### src/rtl/maindec_mc_pkg.sv
// Shared types and encodings for the multicycle LEGv8 main decoder.
// The optional exception state is enabled by the macro MAINDEC_MC_EXC_EN.
package maindec_mc_pkg;

  localparam int OPCODE_W = 11;

  typedef enum logic [2:0] {
    FETCH, DECODE, EXEC, MEM, WB, EXC
  } state_t;

  typedef enum logic [3:0] {
    LDUR, STUR, CBZ, CBNZ, B, RFMT, ADDI, SUBI, ILL
  } class_t;

  // Opcode patterns; '?' positions are don't-care in casez matching.
  localparam logic [OPCODE_W-1:0] OP_LDUR = 11'b11111000010;
  localparam logic [OPCODE_W-1:0] OP_STUR = 11'b11111000000;
  localparam logic [OPCODE_W-1:0] OP_CBZ  = 11'b10110100???;
  localparam logic [OPCODE_W-1:0] OP_CBNZ = 11'b10110101???;
  localparam logic [OPCODE_W-1:0] OP_B    = 11'b000101?????;
  localparam logic [OPCODE_W-1:0] OP_ADD  = 11'b10001011000;
  localparam logic [OPCODE_W-1:0] OP_SUB  = 11'b11001011000;
  localparam logic [OPCODE_W-1:0] OP_AND  = 11'b10001010000;
  localparam logic [OPCODE_W-1:0] OP_ORR  = 11'b10101010000;
  localparam logic [OPCODE_W-1:0] OP_ADDI = 11'b1001000100?;
  localparam logic [OPCODE_W-1:0] OP_SUBI = 11'b1101000100?;

  localparam logic [1:0] ALUOP_ADD  = 2'b00;
  localparam logic [1:0] ALUOP_PASS = 2'b01;
  localparam logic [1:0] ALUOP_R    = 2'b10;
  localparam logic [1:0] ALUOP_I    = 2'b11;

  localparam logic [1:0] PCSRC_PC4 = 2'b00;
  localparam logic [1:0] PCSRC_BR  = 2'b01;
  localparam logic [1:0] PCSRC_EXC = 2'b10;

  typedef struct packed {
    logic       mem_req;
    logic       iord;
    logic       mem_read;
    logic       mem_write;
    logic       ir_write;
    logic       pc_write;
    logic [1:0] pc_src;
    logic       branch;
    logic       br_nz;
    logic       reg2loc;
    logic       alu_src;
    logic       memto_reg;
    logic       reg_write;
    logic [1:0] alu_op;
  } ctrl_t;

endpackage

### src/rtl/maindec_mc_op_classify.sv
// Combinational opcode-to-class decoder, shared with the single-cycle path.
module op_classify
  import maindec_mc_pkg::*;
#(
  parameter int OP_W = OPCODE_W
) (
  input  logic [OP_W-1:0] op,
  output class_t          cls
);

  always_comb begin
    cls = ILL;
    casez (op)
      OP_LDUR: cls = LDUR;
      OP_STUR: cls = STUR;
      OP_CBZ:  cls = CBZ;
      OP_CBNZ: cls = CBNZ;
      OP_B:    cls = B;
      OP_ADD:  cls = RFMT;
      OP_SUB:  cls = RFMT;
      OP_AND:  cls = RFMT;
      OP_ORR:  cls = RFMT;
      OP_ADDI: cls = ADDI;
      OP_SUBI: cls = SUBI;
      default: cls = ILL;
    endcase
  end

endmodule

### src/rtl/maindec_mc.sv
// Multicycle LEGv8 control FSM with memory timeout and retire counter.
// Define MAINDEC_MC_EXC_EN to trap illegal opcodes through the EXC state.
module maindec_mc
  import maindec_mc_pkg::*;
#(
  parameter int OP_W    = 11,
  parameter int ALUOP_W = 2,
  parameter int CNT_W   = 32,
  parameter int TIMEOUT = 16
) (
  input  logic               clk,
  input  logic               reset,
  input  logic [OP_W-1:0]    Op,
  input  logic               mem_ready,
  output logic               mem_req,
  output logic               IorD,
  output logic               MemRead,
  output logic               MemWrite,
  output logic               IRWrite,
  output logic               PCWrite,
  output logic [1:0]         PCSrc,
  output logic               Branch,
  output logic               BrNZ,
  output logic               Reg2Loc,
  output logic               ALUSrc,
  output logic               MemtoReg,
  output logic               RegWrite,
  output logic [ALUOP_W-1:0] ALUOp,
  output logic [CNT_W-1:0]   retired,
  output logic               mem_err
`ifdef MAINDEC_MC_EXC_EN
  ,
  output logic               exc,
  output logic [OP_W-1:0]    exc_op
`endif
);

  localparam int CW = (TIMEOUT > 2) ? $clog2(TIMEOUT) : 1;
  localparam logic [CW-1:0] WAIT_LIMIT = CW'(TIMEOUT - 1);

  state_t           state_q, state_d;
  class_t           cls_q, cls_d, op_cls;
  logic [CNT_W-1:0] retired_q, retired_d;
  logic             mem_err_q, mem_err_d;
  logic [CW-1:0]    wait_q, wait_d;
  logic             retire, timed_out;
  ctrl_t            ctrl, ctrl_o;
`ifdef MAINDEC_MC_EXC_EN
  logic [OP_W-1:0]  exc_op_q, exc_op_d;
  logic             exc_c;
`endif

  op_classify #(.OP_W(OP_W)) u_op_classify (
    .op  (Op),
    .cls (op_cls)
  );

  assign timed_out = (wait_q == WAIT_LIMIT) && !mem_ready;

  always_comb begin
    ctrl      = '0;
    state_d   = state_q;
    cls_d     = cls_q;
    mem_err_d = mem_err_q;
    wait_d    = '0;
    retire    = 1'b0;
`ifdef MAINDEC_MC_EXC_EN
    exc_op_d  = exc_op_q;
    exc_c     = 1'b0;
`endif
    case (state_q)
      FETCH: begin
        if (timed_out) begin
          mem_err_d = 1'b1;
          state_d   = FETCH;
        end else begin
          ctrl.mem_req  = 1'b1;
          ctrl.mem_read = 1'b1;
          if (mem_ready) begin
            ctrl.ir_write = 1'b1;
            ctrl.pc_write = 1'b1;
            ctrl.pc_src   = PCSRC_PC4;
            state_d       = DECODE;
          end else begin
            wait_d = wait_q + 1'b1;
          end
        end
      end
      DECODE: begin
        ctrl.reg2loc = (op_cls == STUR) || (op_cls == CBZ) || (op_cls == CBNZ);
        cls_d        = op_cls;
        state_d      = EXEC;
      end
      EXEC: begin
        case (cls_q)
          RFMT: begin
            ctrl.alu_op = ALUOP_R;
            state_d     = WB;
          end
          ADDI, SUBI: begin
            ctrl.alu_src = 1'b1;
            ctrl.alu_op  = ALUOP_I;
            state_d      = WB;
          end
          LDUR, STUR: begin
            ctrl.alu_src = 1'b1;
            ctrl.alu_op  = ALUOP_ADD;
            state_d      = MEM;
          end
          CBZ, CBNZ: begin
            ctrl.branch = 1'b1;
            ctrl.br_nz  = (cls_q == CBNZ);
            ctrl.alu_op = ALUOP_PASS;
            ctrl.pc_src = PCSRC_BR;
            state_d     = FETCH;
            retire      = 1'b1;
          end
          B: begin
            ctrl.pc_write = 1'b1;
            ctrl.pc_src   = PCSRC_BR;
            state_d       = FETCH;
            retire        = 1'b1;
          end
          default: begin
`ifdef MAINDEC_MC_EXC_EN
            state_d  = EXC;
            exc_op_d = Op;
`else
            state_d  = FETCH;
`endif
          end
        endcase
      end
      MEM: begin
        if (timed_out) begin
          mem_err_d = 1'b1;
          state_d   = FETCH;
        end else begin
          ctrl.mem_req   = 1'b1;
          ctrl.iord      = 1'b1;
          ctrl.mem_read  = (cls_q == LDUR);
          ctrl.mem_write = (cls_q == STUR);
          if (mem_ready) begin
            if (cls_q == STUR) begin
              state_d = FETCH;
              retire  = 1'b1;
            end else begin
              state_d = WB;
            end
          end else begin
            wait_d = wait_q + 1'b1;
          end
        end
      end
      WB: begin
        ctrl.reg_write = 1'b1;
        ctrl.memto_reg = (cls_q == LDUR);
        state_d        = FETCH;
        retire         = 1'b1;
      end
      EXC: begin
`ifdef MAINDEC_MC_EXC_EN
        exc_c = 1'b1;
`endif
        ctrl.pc_write = 1'b1;
        ctrl.pc_src   = PCSRC_EXC;
        state_d       = FETCH;
      end
      default: state_d = FETCH;
    endcase
    retired_d = retire ? retired_q + 1'b1 : retired_q;
  end

  always_ff @(posedge clk) begin
    if (reset) begin
      state_q   <= FETCH;
      cls_q     <= ILL;
      retired_q <= '0;
      mem_err_q <= 1'b0;
      wait_q    <= '0;
`ifdef MAINDEC_MC_EXC_EN
      exc_op_q  <= '0;
`endif
    end else begin
      state_q   <= state_d;
      cls_q     <= cls_d;
      retired_q <= retired_d;
      mem_err_q <= mem_err_d;
      wait_q    <= wait_d;
`ifdef MAINDEC_MC_EXC_EN
      exc_op_q  <= exc_op_d;
`endif
    end
  end

  // Every output is silenced combinationally while reset is high.
  assign ctrl_o   = reset ? '0 : ctrl;
  assign mem_req  = ctrl_o.mem_req;
  assign IorD     = ctrl_o.iord;
  assign MemRead  = ctrl_o.mem_read;
  assign MemWrite = ctrl_o.mem_write;
  assign IRWrite  = ctrl_o.ir_write;
  assign PCWrite  = ctrl_o.pc_write;
  assign PCSrc    = ctrl_o.pc_src;
  assign Branch   = ctrl_o.branch;
  assign BrNZ     = ctrl_o.br_nz;
  assign Reg2Loc  = ctrl_o.reg2loc;
  assign ALUSrc   = ctrl_o.alu_src;
  assign MemtoReg = ctrl_o.memto_reg;
  assign RegWrite = ctrl_o.reg_write;
  assign ALUOp    = ctrl_o.alu_op;
  assign retired  = reset ? '0 : retired_q;
  assign mem_err  = reset ? 1'b0 : mem_err_q;
`ifdef MAINDEC_MC_EXC_EN
  assign exc      = reset ? 1'b0 : exc_c;
  assign exc_op   = reset ? '0 : exc_op_q;
`endif

endmodule

### config.mk
export PLATFORM = sky130hd
export DESIGN_NAME = maindec_mc
export DESIGN_NICKNAME = d
export VERILOG_FILES = /design/src/rtl/maindec_mc_pkg.sv /design/src/rtl/maindec_mc_op_classify.sv /design/src/rtl/maindec_mc.sv
export SDC_FILE = /design/constraint.sdc
export NUM_CORES = 1
export LEC_CHECK = 0
export CORE_ASPECT_RATIO = 0.6
export CORE_MARGIN = 2
export CORE_UTILIZATION = 46
export DETAILED_ROUTE_END_ITERATION = 10
export PLACE_DENSITY = 0.82
export SYNTH_ARGS = -nofsm -noshare
export SYNTH_HDL_FRONTEND = slang
export SYNTH_SLANG_ARGS = --single-unit
### constraint.sdc
create_clock -name clk -period 1.85 [get_ports clk]
set_input_delay 0.185 -clock clk [delete_from_list [all_inputs] [get_ports clk]]
set_output_delay 0.185 -clock clk [all_outputs]
set_load 0.02 [all_outputs]
==> flow_metrics.tcl, run 1 <==
set metrics [dict create \
    nFillCells 371 \
    power.density_mw_per_mm2 470 \
    fin_crit_ns 2.01 \
    cp.depth 6 \
    power.leakage_nw 1.85 \
    fin_util_pct 77.3 \
    cp.arrival_ns 1.83 \
    synthDistinctLibCells 61 \
    drtPass1Iterations 8 \
    layout_setup_ws_ns -0.162 \
    cts_buffers 5 \
    hp-class "primary input to register" \
    yosysWarnings 0 \
    slew_viol_final 0 \
    multi_input_area_mm2 0.00203 \
    r2r_end "retired_q[30]" \
    via_count 3152 \
    wl_per_cell_um 17.5 \
    grt.total_usage_pct 27.4 \
    ios 63 \
    clock_skew_ns 0.00456 \
    max-vdd-ir-drop_uv 284 \
    remaining_drc_errors 0 \
    required_ns 1.66 \
    cts-root-buf "clkbuf_8" \
    cts_tree "done" \
    seq_area_um2 895 \
    cap_viol_max_count 0 \
    cts_sinks 44 \
    critPathCapture "Reg2Loc" \
    drtAntennaViolNets 0 \
    r2r_cells 5 \
    start_kind "primary input" \
    fin_tns_setup_ns -1.46 \
    max-slew-margin-rel_pct 68.9 \
    outcome "finished with violations" \
    dp_hpwl_um 6210 \
    placementRows 21 \
    clockBufferDepth 2 \
    criticalPathCategory "primary input to primary output" \
    grt_remaining_overflow 0 \
    synth_edf_count 0 \
    cp-end-kind "primary output" \
    syn2layout_area_growth_pct 59.1 \
    antenna_found_initial 0 \
    syn_nets 350 \
    finalPower_mw 2.07 \
    syn_area_per_cell_um2 8.29 \
    r2r-start "retired_q[19]" \
    crit_start "Op[5]" \
    slowest_stage "a2111oi_4" \
    rsz0062_at_grt "yes" \
    grt_pass1_wl_um 14700 \
    hold_viol 0 \
    die-height_um 64.1 \
    ys_ff_latch 44 \
    cpPeakStageDelay_ns 0.39 \
    async_flop_share_pct 0 \
    io_buffers 62 \
    layout.nets 484 \
    antennaDiodeCount 0 \
    yosysTopAreaCell "dfxtp_1" \
    placed_area_mm2 0.00400 \
    finalCritPeriodShare_pct 109 \
    path_cells "dlygate4sd2_1, nor4bb_4, a32o_2, a22oi_2, a2111oi_4, buf_4" \
    die_x_um 104 \
    yosys_most_used_dff "dfxtp_1" \
    grt_max_degree 51 \
    failed_checks "setup timing" \
    regToRegSetupSlack_ns -0.14 \
    viasPerCell 5.74 \
    final_cell_mix "buf_4 (84), nor2_1 (51), dfxtp_1 (37), clkdlybuf4s50_1 (33), nor2b_1 (32)" \
    gp_congestion 0.883 \
    final_cell_area_mm2 0.00441 \
    path_clk_slew_ns 0.09 \
    synth_area_mm2 0.00277 \
    htree_levels 2 \
    ys_top_cells_by_area "dfxtp_1 (32%), nor2_1 (7.7%), nor2b_1 (7.7%), xnor2_1 (3.8%), xor2_1 (3.2%)" \
    mostFrequentLayoutCell "buf_4" \
    yosysSeqAreaShare_pct 31.8 \
    start_util_pct 48.6 \
    die-area_mm2 0.00668 \
    worstPathMaxFanout 3 \
    wl_um 9620 \
    synthCells 334 \
    tightestPinTransition_ns 0.463 \
    cp_num_buf_inv 2 \
    grt_pass1_vias 3028 \
    worst_skew_pair.late_latency_ns 0.31 \
    setup_viol 21 \
    synth_top_area_share_pct 31.8 \
    fmax_mhz 497 \
    crit_family "compound AO/OA/AOI/OAI gates" \
    drtIter0Drc 271 \
    core_area_mm2 0.00570 \
    drive_above_1_share_pct 35.4 \
]
## cell usage after synthesis (3+ instances only)
| master | instances |
|---|---|
| a2111oi_2 | 5 |
| inv_1 | 6 |
| or4_1 | 4 |
| dfxtp_1 | 44 |
| o21ai_0 | 10 |
| mux2_2 | 3 |
| clkbuf_1 | 8 |
| and4_1 | 4 |
| nand2_1 | 22 |
| mux2_1 | 3 |
| nor2_1 | 57 |
| o2111ai_1 | 5 |
| nand3_1 | 15 |
| nor3_1 | 7 |
| nand2b_1 | 3 |
| and2_1 | 4 |
| nand4_1 | 5 |
| nor3b_1 | 3 |
| xor2_1 | 10 |
| nor2b_1 | 34 |
| a211oi_1 | 6 |
| buf_6 | 3 |
| xnor2_1 | 12 |
| a21oi_1 | 9 |
| buf_2 | 4 |
## flip-flops by register name, indices dropped and copies added (netlist names)
signal	flops
cls_q	4
mem_err_q	1
state_q	3
wait_q	4
retired_q	32
## through the flow
step | hold slack [ns] | cells | setup WS [ns]
6_report | 0.301 | 549 | -0.162
2_1_floorplan | 0.304 | 334 | -0.00114
4_1_cts | 0.253 | 546 | -0.151
3_3_place_gp | 0.432 | 535 | -0.720
5_1_grt | 0.312 | 549 | -0.274
3_5_place_dp | 0.437 | 535 | -0.902
## what timing repair did
| action | 4_1_cts | 5_1_grt |
|---|---|---|
| setup endpoints to repair | 32 | 37 |
| hold buffers | 0 | 0 |
| pin swaps | 15 | 15 |
| resized for setup | 92 | 36 |
| setup buffers | 3 | 3 |
## worst reg2reg max path: stages, from the launching register on
cell and delay, ns:
dfxtp_1 0.35, nand4_1 0.23, nor4_2 0.52, o2111ai_4 0.25, or4_1 0.52, nand2_1 0.08
## layer usage
metal  share of wire, %  global-route usage (%)  vias to the layer above
met2                 48                    45.4                      158
met3                6.4                    5.92                       35
met1                 43                    34.9                     1491
li1                   -                       -                     1468
met5                  0                       0                        -
met4                3.0                    12.0                        0
## kinds of logic (layout without fill, tap and decap cells)
group / Yosys count / count (layout) / share of synthesized area [%]
adders and majority gates: 2 / 2 / 0.903
and+or+nand+nor: 177 / 177 / 36.4
muxes: 8 / 8 / 3.16
DFF: 44 / 44 / 31.8
xor gates and xnor gates: 22 / 22 / 6.96
buffers and inverters: 24 / 159 / 4.38
AOI/OAI and AO/OA: 57 / 57 / 16.4
## worst min path at each step
stage                          from         end  slack, ns  cells past startpoint
after global routing          reset  state_q[2]       0.31                      5
after floorplan           mem_ready   mem_err_q       0.30                      1
after detailed placement  wait_q[0]   wait_q[0]       0.44                      1
after CTS                     reset  state_q[2]       0.25                      5
after global placement    wait_q[0]   wait_q[0]       0.43                      1
final                         reset  state_q[2]       0.30                      5
## power by group
group / switching, mW / total, mW / internal [mW]
logic: 0.154 / 0.285 / 0.131
registers: 0.0183 / 0.976 / 0.958
clock network: 0.370 / 0.812 / 0.442
## final cells by class
type / instances / area share, %
clock buffers: 6 / 1.87
clock inverters: 2 / 0.880
inverters: 6 / 0.511
multi-input cells: 266 / 46.0
flip-flops and latches: 44 / 20.3
well taps: 80 / 2.27
repair buffers: 145 / 28.2
No activity file was read; power rests on OpenSTA's default activity.
==> run 2: changes to the inputs <==
Settings changed: CORE_UTILIZATION 46 to 55, PLACE_DENSITY 0.82 to 0.91.
Clock period 1.85 ns to 2.4 ns, I/O delays scaled along.
==> run 2 against run 1 <==
  * The run now ends clean
  * Clock-buffer cell count increased by 1
  * Worst setup slack improved by 0.25 ns
  * First-iteration DRC count fell by 54%
  * Wire length is 27% lower
  * Worst hold slack worse by 0.0046 ns
  * Clock skew grew 0.0029 ns
  * Critical path depth did not move
  * Sequential share of layout area up 3.8 points
  * Clock power decreased by 40%
  * Final cell count down 14%
  * Via count fell by 13%
  * Highest routed layer unchanged
==> flow_metrics.tcl, run 2 (synthesis results as in run 1) <==
set metrics [dict create \
    slew_viol_final 0 \
    finalCritPeriodShare_pct 96.5 \
    largest_register_ff_count 32 \
    power.density_mw_per_mm2 382 \
    fmax_mhz 432 \
    hp-class "primary input to register" \
    drive_above_1_share_pct 13.8 \
    die_x_um 95.6 \
    path_clk_slew_ns 0.08 \
    start_kind "primary input" \
    antenna_found_initial 0 \
    path_cells "clkdlybuf4s50_1, nor2b_1, a32o_1, a22oi_1, a2111oi_2, buf_2" \
    cp_num_buf_inv 2 \
    hp-start "reset" \
    power.leakage_nw 1.38 \
    criticalPathCategory "primary input to primary output" \
    r2r_end "retired_q[31]" \
    setup_viol 0 \
    regToRegSetupSlack_ns 0.18 \
    dp_hpwl_um 5340 \
    drtIter0Drc 125 \
    r2r_cells 5 \
    nFillCells 346 \
    worstPathMaxFanout 3 \
    remaining_drc_errors 0 \
    die-area_mm2 0.00564 \
    cap_viol_max_count 0 \
    drtPass1Iterations 4 \
    wl_um 7040 \
    antennaDiodeCount 0 \
    ios 63 \
    hold_viol 0 \
    final_cell_mix "nor2_1 (56), clkdlybuf4s50_1 (54), dfxtp_1 (43), nor2b_1 (34), nand2_1 (22)" \
    via_count 2729 \
    placementRows 19 \
    drtAntennaViolNets 0 \
    outcome "complete, no violations" \
    wl_per_cell_um 15.0 \
    finalPower_mw 1.40 \
    largest-register "retired_q" \
    cts_sinks 44 \
    grt.total_usage_pct 25.7 \
    cts-root-buf "clkbuf_8" \
    die-height_um 59.0 \
    grt_remaining_overflow 0 \
    fin_tns_setup_ns 0 \
    cp.arrival_ns 2.08 \
    cp.depth 6 \
    fin_crit_ns 2.32 \
    hold_end "state_q[2]" \
    start_util_pct 58.9 \
    mostFrequentLayoutCell "nor2_1" \
    max-vdd-ir-drop_uv 294 \
    cts_tree "done" \
    top_regs "retired_q x32, cls_q x4, wait_q x4" \
    clock_skew_ns 0.00745 \
    multi_input_area_mm2 0.00180 \
    core_area_mm2 0.00471 \
    crit_family "buffers and inverters" \
    grt_max_degree 51 \
    viasPerCell 5.81 \
    holdPathStages 4 \
    rsz0062_at_grt "yes" \
    cpPeakStageDelay_ns 0.56 \
    io_buffers 62 \
    slowest_stage "clkdlybuf4s50_1" \
    seq_area_um2 882 \
    clockBufferDepth 2 \
    required_ns 2.16 \
    cts_buffers 5 \
    syn2layout_area_growth_pct 32.0 \
    grt_pass1_vias 2438 \
    max-slew-margin-rel_pct 69.4 \
    gp_congestion 0.933 \
    r2r-start "cls_q[1]" \
    worst_skew_pair.late_latency_ns 0.30 \
    htree_levels 2 \
    grt_pass1_wl_um 11400 \
    cp-end-kind "primary output" \
    layout.nets 422 \
    tightestPinTransition_ns 0.460 \
]
run 2: per-stage QoR:
step                      utilization, %  cells  hold WS, ns  area [µm²]  setup slack [ns]
final                               77.7    470        0.296        3660            0.0845
after global routing                77.7    470        0.319        3660           -0.0775
after floorplan                        -    334        0.359        2770            0.0264
after detailed placement            74.9    462        0.447        3520            -0.490
after global placement              74.9    462        0.430        3520            -0.360
after CTS                           76.8    470        0.305        3620            0.0119
run 2: per-layer routing:
metal	wire (µm)	global-route usage [%]	share of wire, %	vias to the layer above
met5	0	0	0	-
met4	108	6.53	1.5	0
met3	442	5.73	6.3	18
met2	3120	39.8	44	88
met1	3380	36.6	48	1287
li1	-	-	-	1336
run 2: power by group:
group | total (mW) | internal [mW] | switching (mW)
logic | 0.153 | 0.0702 | 0.0827
registers | 0.757 | 0.738 | 0.0185
clock network | 0.487 | 0.234 | 0.253
total | 1.40 | 1.04 | 0.354
run 2: layout make-up:
class                   count  area share, %
inverters                   6          0.616
repair buffers             83           21.2
clock inverters             1          0.205
clock buffers               7           2.36
multi-input cells         266           49.3
well taps                  63           2.16
flip-flops and latches     44           24.1
run 2: worst register-to-register path, stage by stage, from the launching register on:
cell and delay (ns):
dfxtp_1 0.58, nor2b_1 0.36, o21a_1 0.39, o211ai_2 0.17, or4_1 0.49, a21oi_1 0.18
run 2: how the worst max path moves through the flow:
stage               startpoint      end  slack, ns
floorplan                Op[9]  Reg2Loc       0.03
detailed placement       Op[5]  Reg2Loc      -0.49
global placement         Op[5]  Reg2Loc      -0.36
finish                   Op[9]  Reg2Loc       0.08
CTS                 state_q[2]  PCWrite       0.01
global route             Op[6]  Reg2Loc      -0.08
run 2: repair_timing:
action | CTS | global route
setup endpoints to repair | 3 | 7
hold buffers | 0 | 0
resized for setup | 8 | 10
setup buffers | 0 | 0
